==> src/rtl/seq_div_restoring_pkg.sv <==
// Shared definitions for the restoring divider: FSM encoding, default width
// and iteration-counter sizing.
package seq_div_restoring_pkg;

  typedef enum logic [1:0] {
    S_IDLE = 2'd0,
    S_RUN  = 2'd1,
    S_FIN  = 2'd2
  } state_e;

  localparam int DEF_WIDTH = 32;

  // Counter must hold the value WIDTH itself, hence the extra bit.
  function automatic int cnt_width(input int w);
    return $clog2(w) + 1;
  endfunction

endpackage

==> src/rtl/seq_div_restoring_cla_sub.sv <==
// N-bit subtractor a - b computed as a + ~b + 1 with 4-bit carry-lookahead
// blocks chained through block propagate/generate.
module cla_sub_nbit #(
  parameter int N = 33
) (
  input  logic [N-1:0] a_i,
  input  logic [N-1:0] b_i,
  output logic [N-1:0] diff_o,
  output logic         borrow_o
);

  // Zero padding above bit N-1 leaves the true carry-out visible as c[N].
  localparam int NB = N / 4 + 1;
  localparam int NP = NB * 4;

  logic [NP-1:0] x;
  logic [NP-1:0] y;
  logic [NP-1:0] p;
  logic [NP-1:0] g;
  logic [NP-1:0] c;
  logic [NB:0]   cb;
  logic          unused_hi;

  assign x     = {{(NP-N){1'b0}}, a_i};
  assign y     = {{(NP-N){1'b0}}, ~b_i};
  assign p     = x ^ y;
  assign g     = x & y;
  assign cb[0] = 1'b1;

  for (genvar k = 0; k < NB; k++) begin : g_blk
    logic [3:0] pk;
    logic [3:0] gk;
    logic       bp;
    logic       bg;

    assign pk = p[4*k +: 4];
    assign gk = g[4*k +: 4];

    assign c[4*k]   = cb[k];
    assign c[4*k+1] = gk[0] | (pk[0] & cb[k]);
    assign c[4*k+2] = gk[1] | (pk[1] & gk[0]) | (pk[1] & pk[0] & cb[k]);
    assign c[4*k+3] = gk[2] | (pk[2] & gk[1]) | (pk[2] & pk[1] & gk[0])
                    | (pk[2] & pk[1] & pk[0] & cb[k]);

    assign bp = &pk;
    assign bg = gk[3] | (pk[3] & gk[2]) | (pk[3] & pk[2] & gk[1])
              | (pk[3] & pk[2] & pk[1] & gk[0]);

    assign cb[k+1] = bg | (bp & cb[k]);
  end

  assign diff_o   = p[N-1:0] ^ c[N-1:0];
  assign borrow_o = ~c[N];
  assign unused_hi = ^{cb[NB], c[NP-1:N], p[NP-1:N]};

endmodule

==> src/rtl/seq_div_restoring.sv <==
// Multi-cycle unsigned restoring divider: one quotient bit per cycle via trial
// subtraction, driven through a start/busy/done handshake.
module seq_div_restoring
  import seq_div_restoring_pkg::*;
#(
  parameter int WIDTH = DEF_WIDTH
) (
  input  logic             clk,
  input  logic             rst,
  input  logic             start,
  input  logic [WIDTH-1:0] dividend,
  input  logic [WIDTH-1:0] divisor,
  output logic             busy,
  output logic             done,
  output logic [WIDTH-1:0] quotient,
  output logic [WIDTH-1:0] remainder,
  output logic             div_by_zero
);

  localparam int CW = cnt_width(WIDTH);

  state_e           state_q;
  logic [CW-1:0]    cnt_q;
  logic [WIDTH-1:0] rem_q;
  logic [WIDTH-1:0] quo_q;
  logic [WIDTH-1:0] dvsr_q;
  logic             div0_q;
  logic             busy_q;
  logic             done_q;
  logic             dbz_q;
  logic [WIDTH-1:0] quotient_q;
  logic [WIDTH-1:0] remainder_q;

  logic [WIDTH:0]   trial;
  logic             borrow;
  logic [WIDTH-1:0] rem_d;
  logic [WIDTH-1:0] quo_d;
  logic             unused_trial_msb;

  // Trial operand is the shifted {R,Q} upper half, one bit wider than R.
  cla_sub_nbit #(.N(WIDTH + 1)) u_sub (
    .a_i      ({rem_q, quo_q[WIDTH-1]}),
    .b_i      ({1'b0, dvsr_q}),
    .diff_o   (trial),
    .borrow_o (borrow)
  );

  assign unused_trial_msb = trial[WIDTH];

  always_comb begin
    rem_d = trial[WIDTH-1:0];
    quo_d = {quo_q[WIDTH-2:0], ~borrow};
    if (borrow) begin
      rem_d = {rem_q[WIDTH-2:0], quo_q[WIDTH-1]};
    end else begin
      rem_d = trial[WIDTH-1:0];
    end
  end

  // For a zero divisor Q still holds the captured dividend when FIN is reached.
  always_ff @(posedge clk or posedge rst) begin
    if (rst) begin
      state_q     <= S_IDLE;
      cnt_q       <= '0;
      rem_q       <= '0;
      quo_q       <= '0;
      dvsr_q      <= '0;
      div0_q      <= 1'b0;
      busy_q      <= 1'b0;
      done_q      <= 1'b0;
      dbz_q       <= 1'b0;
      quotient_q  <= '0;
      remainder_q <= '0;
    end else begin
      done_q <= 1'b0;
      case (state_q)
        S_IDLE: begin
          if (start) begin
            rem_q   <= '0;
            quo_q   <= dividend;
            dvsr_q  <= divisor;
            div0_q  <= (divisor == '0);
            dbz_q   <= 1'b0;
            cnt_q   <= CW'(WIDTH);
            busy_q  <= 1'b1;
            state_q <= (divisor == '0) ? S_FIN : S_RUN;
          end
        end
        S_RUN: begin
          rem_q <= rem_d;
          quo_q <= quo_d;
          cnt_q <= cnt_q - CW'(1);
          if (cnt_q == CW'(1)) begin
            busy_q  <= 1'b0;
            state_q <= S_FIN;
          end
        end
        S_FIN: begin
          done_q      <= 1'b1;
          busy_q      <= 1'b0;
          dbz_q       <= div0_q;
          quotient_q  <= div0_q ? '1 : quo_q;
          remainder_q <= div0_q ? quo_q : rem_q;
          state_q     <= S_IDLE;
        end
        default: begin
          state_q <= S_IDLE;
        end
      endcase
    end
  end

  assign busy        = busy_q;
  assign done        = done_q;
  assign quotient    = quotient_q;
  assign remainder   = remainder_q;
  assign div_by_zero = dbz_q;

endmodule
==> config.mk <==
export PLATFORM = sky130hd
export DESIGN_NAME = seq_div_restoring
export DESIGN_NICKNAME = d
export VERILOG_FILES = /design/src/rtl/seq_div_restoring_pkg.sv /design/src/rtl/seq_div_restoring_cla_sub.sv /design/src/rtl/seq_div_restoring.sv
export SDC_FILE = /design/constraint.sdc
export NUM_CORES = 1
export LEC_CHECK = 0
export CORE_UTILIZATION = 55
export CTS_CLUSTER_DIAMETER = 40
export DETAILED_ROUTE_END_ITERATION = 8
export GPL_TIMING_DRIVEN = 1
export PLACE_DENSITY = 0.88
export SYNTH_ARGS = -nofsm -noshare
export SYNTH_HDL_FRONTEND = slang
export SYNTH_SLANG_ARGS = --single-unit
==> constraint.sdc <==
create_clock -name clk -period 13.3 [get_ports clk]
set_input_delay 2.66 -clock clk [delete_from_list [all_inputs] [get_ports clk]]
set_output_delay 2.66 -clock clk [all_outputs]
set_load 0.01 [all_outputs]
==> run summary, run 1 <==
The sort of element at the start of the critical path is an input port. The quantity of gates resized following cts is 0. Of the post-synthesis cell area, the dominant cell type holds 0.472. The number of iterations in the first detailed-routing pass came out at 5. Summed over all instances, the cell type with the most area after synthesis is sky130_fd_sc_hd__dfrtp_1.

In this design, the stage delay of the slowest critical-path cell is 0.85 ns. TritonCTS created 17 clock buffers. STA classifies the critical path endpoint as an async pin. The number of clock sinks is 172. Yosys attributes the largest share of cell area to sky130_fd_sc_hd__dfrtp_1 (47%), sky130_fd_sc_hd__mux2i_1 (7.0%), sky130_fd_sc_hd__ha_1 (5.3%), sky130_fd_sc_hd__nor2_1 (4.9%), sky130_fd_sc_hd__a21oi_1 (4.4%). At the pin with the least slew margin, the transition time is 1.14 ns. The net count after synthesis came out at 1047. The number of antenna violations at the first check in global routing is 0.

The largest fanout on the critical path is 97. The share of total power in the clock network came out at 0.199. Of the total power, registers draw 0.370. The async set-reset flop share out of synthesis came out at 1.00. The boundary pin count is 134. The average via count per standard cell is 5.93. At the worst endpoint, the required time is 13.67 ns. The endpoint arrival time on the critical path came out at 4.70 ns.

The floorplan die height came out at 131 microns. The remaining number of nets flagged by the antenna check after routing came out at 0. The clock insertion delay at the later pin of the skew report is 0.44 ns.

The total routed wirelength is 22200 microns. The final setup TNS came out at 0 ns. The cell area after placement came out at 0.0106 sq mm. The synthesized design contains 0 enable-type register cells. The average wire per standard cell came out at 17.5 microns. The post-synthesis to final-layout area growth is 22.2%. The residual DRC count came out at 0. The total setup violations reported at the end of the flow is 0.

TritonCTS built the clock tree. The count of pins over their slew limit came out at 0. After filler insertion, the fill cell instance count of the layout stands at 1153. The starting density of the core is 0.568. The maximum number of pins on one net before global-route repair is 121. The gate count of the mapped netlist came out at 934. The number of hold buffers added after CTS was 0. The share of total power dissipated in combinational logic is 0.431.

The startpoint-to-endpoint class of the critical path is in2async. The switching share of power is 0.384. The cell row count came out at 46. The leakage dissipation came out at 4.81 nW. After synthesis, the netlist uses 55 different library cells. The placed wire-length estimate came out at 15000 microns. After detailed placement, the design holds a cell count of 1234. The repair_antennas step left the layout with diodes totalling 0.

The number of synthesized register bits came out at 172. The post-synthesis cell area is 0.00912 sq mm. In this run the tool buffered the top-level ports with 133 buffer cells.

The upper clock frequency limit is 231 MHz. The finished cells cover 0.0111 sq mm. A synthesized cell averages 9.77 sq um. Of the cells placed in the final design, the portion with a size suffix greater than 1 is 0.0829. The design draws 2.46 mW.

The die is 131 microns wide. Setup repair after global routing left no endpoint under its margin. The count of H-tree levels built during CTS came out at 4. Yosys printed 0 warnings. The die covers 0.0171 sq mm. The post-CTS repair timing setup buffer count is 0. The tightest min-delay check is of the reg2reg type. The clock transition at the register clock pins on the worst setup and hold paths after CTS came out at 0.06 ns. The part of the Yosys area used for sequential elements came out at 0.472. The aggregate global routing overflow is 0.

The first-pass GRT wire length came out at 35500 microns. The hold violation count in the final report came to 0. The power per standard cell area came out at 221 mW/mm^2. The worst clock skew on the final layout came out at 0.0117 ns. The critical path goes through clkdlybuf4s50_1 > inv_6 > buf_4. IR analysis of the VDD net gives a maximum drop of 0.113 mV. The net total in the final layout is 1150. The internal power contribution is 1.52 mW. The number of global-route vias before repair came to 7082. The floorplan core area is 0.0161 sq mm. For this run, the leading register cell type out of synthesis is sky130_fd_sc_hd__dfrtp_1. The cell with the biggest individual delay on the critical path is sky130_fd_sc_hd__buf_4. The CTS root buffer is sky130_fd_sc_hd__clkbuf_16.

The finished layout holds 1266 standard cells, fillers aside. Across every metal layer, demand over resource in global routing totals 0.272. The congestion estimate from routability-driven global placement came to 0.891. The run finished with clean final reports. The number of DRC markers in iteration 0 came out at 737. The portion of the clock cycle consumed by the worst path in the final layout is 0.325. The analysis attributes to net switching a power of 0.947 mW. The number of maximum-capacitance constraint violations came out at 0. The routed layout has 7504 vias.

The number of buffers on the longest clock path is 2. The final critical delay including setup and external delays is 4.33 ns. The worst pin sits at a relative slew slack of 0.239.
[cell families (layout without fill, tap and decap cells)]
group           after synthesis  after routing  share of synthesized area
mux                          97             97                      0.111
buf+inv                     101            217                     0.0449
xor+xnor                     22             22                     0.0211
flops                       172            172                      0.472
simple gates                269            269                      0.127
compound gates              227            227                      0.155
fa+ha+maj                    46             46                     0.0689
[placed cells by master, fill, tap and decap left out, types with 3 or more instances in the layout]
cell type,instances
sky130_fd_sc_hd__dfrtp_1,171
sky130_fd_sc_hd__clkdlybuf4s50_1,133
sky130_fd_sc_hd__nor2_1,118
sky130_fd_sc_hd__nand2_1,93
sky130_fd_sc_hd__a21oi_1,80
sky130_fd_sc_hd__mux2i_1,63
sky130_fd_sc_hd__o21ai_0,62
sky130_fd_sc_hd__inv_1,42
sky130_fd_sc_hd__ha_1,37
sky130_fd_sc_hd__mux2_2,33
sky130_fd_sc_hd__o211ai_1,33
sky130_fd_sc_hd__clkbuf_16,17
sky130_fd_sc_hd__xnor2_1,16
sky130_fd_sc_hd__or3_1,14
sky130_fd_sc_hd__nor4_1,11
sky130_fd_sc_hd__a21o_1,9
sky130_fd_sc_hd__a32o_1,9
sky130_fd_sc_hd__buf_4,8
sky130_fd_sc_hd__fa_1,7
sky130_fd_sc_hd__xor2_1,6
sky130_fd_sc_hd__nand3_1,6
sky130_fd_sc_hd__o31ai_1,6
sky130_fd_sc_hd__inv_6,6
sky130_fd_sc_hd__nor3_1,5
sky130_fd_sc_hd__clkinv_2,5
sky130_fd_sc_hd__nand2b_1,4
sky130_fd_sc_hd__nand4_1,4
sky130_fd_sc_hd__and3_1,3
sky130_fd_sc_hd__and2_1,3
sky130_fd_sc_hd__a31oi_1,3
sky130_fd_sc_hd__o31a_1,3
sky130_fd_sc_hd__clkbuf_8,3
[critical path, delay by kind of cell]
| kind | cells | cell delay [ns] |
|---|---|---|
| buffers and inverters | 3 | 1.92 |
[synthesized netlist by cell type, types with 14 or more instances]
cell and n:
sky130_fd_sc_hd__a21oi_1 80, sky130_fd_sc_hd__clkbuf_1 46, sky130_fd_sc_hd__dfrtp_1 172, sky130_fd_sc_hd__ha_1 39
sky130_fd_sc_hd__inv_1 43, sky130_fd_sc_hd__mux2_2 33, sky130_fd_sc_hd__mux2i_1 64, sky130_fd_sc_hd__nand2_1 93
sky130_fd_sc_hd__nor2_1 118, sky130_fd_sc_hd__o211ai_1 33, sky130_fd_sc_hd__o21ai_0 62, sky130_fd_sc_hd__or3_1 14
sky130_fd_sc_hd__xnor2_1 16
[power by group through the flow]
stage / registers, mW / clock network, mW / logic (mW)
after floorplan: 0.915 / 0 / 0.628
after global placement: 0.904 / 0 / 0.997
after detailed placement: 0.915 / 0 / 1.04
after CTS: 0.910 / 0.491 / 1.06
after global routing: 0.938 / 0.510 / 1.18
final: 0.912 / 0.490 / 1.06
[worst paths after layout]
kind,slack [ns],start,cells past startpoint,to
min in group asynchronous,2.77,rst,2,quotient[6]
worst min-delay path,0.51,dvsr_q[3],1,dvsr_q[3]
worst min register to register,0.51,dvsr_q[3],1,dvsr_q[3]
max in group clk,8.99,start,7,cnt_q[4]
worst max-delay path,8.97,rst,3,div0_q
worst max register to register,9.22,quo_q[31],12,rem_q[21]
[routing by layer]
layer	wire, microns	track usage	up-vias
li1	-	-	3498
met1	10100	0.383	3675
met2	10300	0.423	294
met3	1440	0.0509	37
met4	370	0.0967	0
met5	0	0	-
[registers in the layout, indices dropped and copies added, names as in the netlist]
name / count
state_q: 2
dvsr_q: 32
div0_q: 1
quotient: 32
div_by_zero: 1
busy: 1
cnt_q: 6
quo_q: 32
remainder: 32
rem_q: 32
done: 1
[metrics by stage]
| step | hold slack (ns) | utilization | worst slack, ns |
|---|---|---|---|
| 3_3_place_gp | 0.489 | 0.658 | 8.43 |
| 5_1_grt | 0.522 | 0.694 | 8.59 |
| 3_5_place_dp | 0.496 | 0.658 | 8.43 |
| 6_report | 0.506 | 0.694 | 8.97 |
| 4_1_cts | 0.510 | 0.694 | 8.87 |
| 2_1_floorplan | 0.479 | - | 5.98 |
[final cells by class]
| cell class | instances | area, sq um | area share |
|---|---|---|---|
| Inverter | 44 | 170 | 0.0153 |
| Clock inverter | 12 | 108 | 0.00965 |
| Tap cell | 216 | 270 | 0.0242 |
| Sequential cell | 172 | 4310 | 0.386 |
| Clock buffer | 20 | 467 | 0.0419 |
| Timing Repair Buffer | 141 | 1390 | 0.125 |
| Multi-Input combinational cell | 661 | 4440 | 0.398 |
Power figures use the tool's default switching activity.
==> inputs of run 2 (changes only) <==
==> constraint.sdc (replaced) <==
create_clock -name clk -period 4 [get_ports clk]
set_input_delay 0.8 -clock clk [delete_from_list [all_inputs] [get_ports clk]]
set_output_delay 0.8 -clock clk [all_outputs]
set_load 0.01 [all_outputs]
==> run 2 against run 1 <==
First-iteration DRC count is 14% lower. Setup slack worse by 8.5 ns. Register-to-register slack got worse by 8.8 ns. Global-route usage is 0.93 points higher. Flip-flop and latch count unchanged. Cell count rose by 0.47%. Critical endpoint is now rem_q[21]. Largest power group unchanged.
==> run summary, run 2 (synthesis gave the netlist of run 1 again) <==
The cell area after placement came out at 0.0107 sq mm (+0.77%). The final design utilization is 0.703 (+0.00888). The aggregate global routing overflow was 0 (unchanged). In the layout the commonest cells are sky130_fd_sc_hd__dfrtp_1 (171), sky130_fd_sc_hd__clkdlybuf4s50_1 (133), sky130_fd_sc_hd__nor2_1 (118). The hold violation count in the final report came out at 0 (unchanged).

The global routing met2 resource utilization is 0.428 (+0.00560). The endpoint required time on the critical path is 4.32 ns (-9.35 ns). The worst clock skew on the final layout came to 0.00754 ns (-0.00417 ns). The number of global-route vias before repair came out at 7138 (+0.79%). The fraction of final layout cells sized beyond drive strength 1 came out at 0.0881 (+0.00521). The clock insertion delay at the later pin of the skew report came out at 0.44 ns (about the same). The residual DRC count is 0 (unchanged).

The average via count per standard cell came out at 5.91 (-0.30%). The final setup TNS is 0 ns (unchanged). The power per standard cell area is 745 mW/mm^2 (+240%).

The placed wire-length estimate is 15800 microns (+5.3%). The average wire per standard cell is 17.8 microns (+1.6%). The measured slew at the worst slew-check pin is 1.09 ns (-0.0477 ns).

The largest fanout on the critical path is 5 (-95%). In this run the clock root is driven by a sky130_fd_sc_hd__clkbuf_16. The net total in the final layout is 1156 (+0.52%). The total routed wirelength is 22600 microns (+2.1%). The number of iterations in the first detailed-routing pass came out at 6 (+1). Static timing analysis puts the maximum clock frequency at 280 MHz.

The cell row count came out at 46 (unchanged). The number of buffers inserted by port buffering came out at 133 (unchanged). The boundary pin count came out at 134 (unchanged). The worst hold-check path type is reg2reg. The clock transition at the register clock pins on the worst setup and hold paths after CTS is 0.06 ns (about the same). The layout filler cell count is 1143 (-0.87%). The post-cts hold buffer count is 0 (unchanged). The starting density of the core is 0.568 (unchanged). The overall die width is 131 microns (unchanged). The floorplan die height is 131 microns (unchanged). The total setup violations reported at the end of the flow came to 0 (unchanged).

The run finished with clean final reports. TritonCTS built the clock tree. The count of H-tree levels built during CTS came to 4 (unchanged). The number of cells in the design after placement was 1240 (+0.49%). The startpoint-to-endpoint class of the critical path is reg2reg. The remaining number of nets flagged by the antenna check after routing came out at 0 (unchanged). The maximum number of pins on one net before global-route repair came out at 81 (-33%). The library cell used most frequently in the layout, excluding fill and tap cells, is sky130_fd_sc_hd__dfrtp_1. The met1 track demand over resource in global routing came to 0.398 (+0.0143).

The endpoint arrival time on the critical path is 3.90 ns (-0.80 ns). The total routing usage reported by global routing came out at 0.281 (+0.00930). The quantity of gates resized following cts is 0 (unchanged).

The floorplan core area came out at 0.0161 sq mm (unchanged). The number of DRC markers in iteration 0 is 637 (-14%). After global routing, the most crowded layer is met2.

The final design instance area without fill was 0.0113 sq mm (+1.3%). The worst max-slew margin expressed relative to the limit came out at 0.271 (+0.0318). The non-filler instance count after layout is 1272 (+0.47%).

In the finished design, the share of the clock period the worst path needs comes to 0.893. The number of buffers on the longest clock path came out at 2 (unchanged). The area taken by flip-flops and latches came out at 0.00431 sq mm (unchanged). The number of maximum-capacitance constraint violations came out at 0 (unchanged). The number of clock sinks came out at 172 (unchanged).

The routability congestion estimate is 0.940 (+5.5%). The post-CTS repair timing setup buffer count is 0 (unchanged). The count of pins over their slew limit came out at 0 (unchanged). The post-synthesis to final-layout area growth is 23.8%. STA classifies the critical path startpoint as a flop.

The endpoint kind of the worst setup timing path is a flop. The final critical delay including setup and external delays is 3.57 ns. The leakage dissipation is 4.87 nW (+1.3%). The count of inserted antenna diode cells came to 0 (unchanged). The peak supply drop came to 0.411 mV (+260%). The number of buffers created by CTS came out at 17 (unchanged). The die outline area is 0.0171 sq mm (unchanged). The first-pass GRT wire length came out at 36600 microns (+3.1%). The number of antenna violations at the first check in global routing came out at 0 (unchanged). The area occupied by multi-input gates came to 0.00444 sq mm (unchanged).

Setup repair after global routing left no endpoint under its margin. The count of vias placed by the detailed router came out at 7517 (+0.17%). The met3 usage is 0.0599 (+0.00896).
==> run 2: changes by cell type in the layout (fill, tap and decap cells not counted), sizes merged <==
cell / change
clkbuf: +1
buf: +6
bufinv: +2
clkinvlp: +1
inv: -3
clkinv: -1
==> run 2: routing by layer <==
metal / wire length [microns] / vias up
li1: - / 3514
met1: 10000 / 3653
met2: 10300 / 306
met3: 1800 / 44
met4: 492 / 0
met5: 0 / -
==> run 2: worst max-delay path: stages, from the launching register on <==
cell and delay, ns:
sky130_fd_sc_hd__dfrtp_1 0.45, sky130_fd_sc_hd__inv_1 0.11, sky130_fd_sc_hd__ha_1 0.33, sky130_fd_sc_hd__o21a_1 0.23
sky130_fd_sc_hd__o221a_2 0.31, sky130_fd_sc_hd__a211oi_2 0.34, sky130_fd_sc_hd__inv_2 0.15, sky130_fd_sc_hd__a2111oi_0 0.40
sky130_fd_sc_hd__buf_4 0.19, sky130_fd_sc_hd__nor2_1 0.05, sky130_fd_sc_hd__fa_1 0.39, sky130_fd_sc_hd__xnor2_1 0.13
sky130_fd_sc_hd__o21ai_0 0.09, sky130_fd_sc_hd__a32o_1 0.30
==> run 2: worst paths after layout <==
check	startpoint	end	slack [ns]	cells past startpoint
worst max-delay path	quo_q[31]	rem_q[21]	0.43	13
worst min-delay path	dvsr_q[14]	dvsr_q[14]	0.51	1
worst max register to register	quo_q[31]	rem_q[21]	0.43	13
worst min register to register	dvsr_q[14]	dvsr_q[14]	0.51	1
max in group asynchronous	rst	div0_q	2.45	3
min in group asynchronous	rst	quotient[7]	0.77	2
==> run 2: power by group <==
| group | switching (mW) | internal (mW) |
|---|---|---|
| logic | 1.91 | 1.70 |
| registers | 0.554 | 2.47 |
| clock network | 0.709 | 1.06 |
| total | 3.18 | 5.23 |
==> run 2: area by class of cell <==
type                       count  area share
tap                          216      0.0239
inverter                      44      0.0150
sequential                   172       0.381
timing repair buffer         147       0.131
clock inverter                11      0.0137
clock buffer                  21      0.0426
multi-input combinational    661       0.393
==> run 2: through the flow <==
stage	setup WS, ns	hold WS [ns]	power, mW
final	0.428	0.515	8.41
after global routing	0.208	0.523	8.93
after CTS	0.475	0.514	8.38
after detailed placement	0.514	0.496	6.57
after global placement	0.541	0.488	6.39
after floorplan	0.710	0.479	5.13
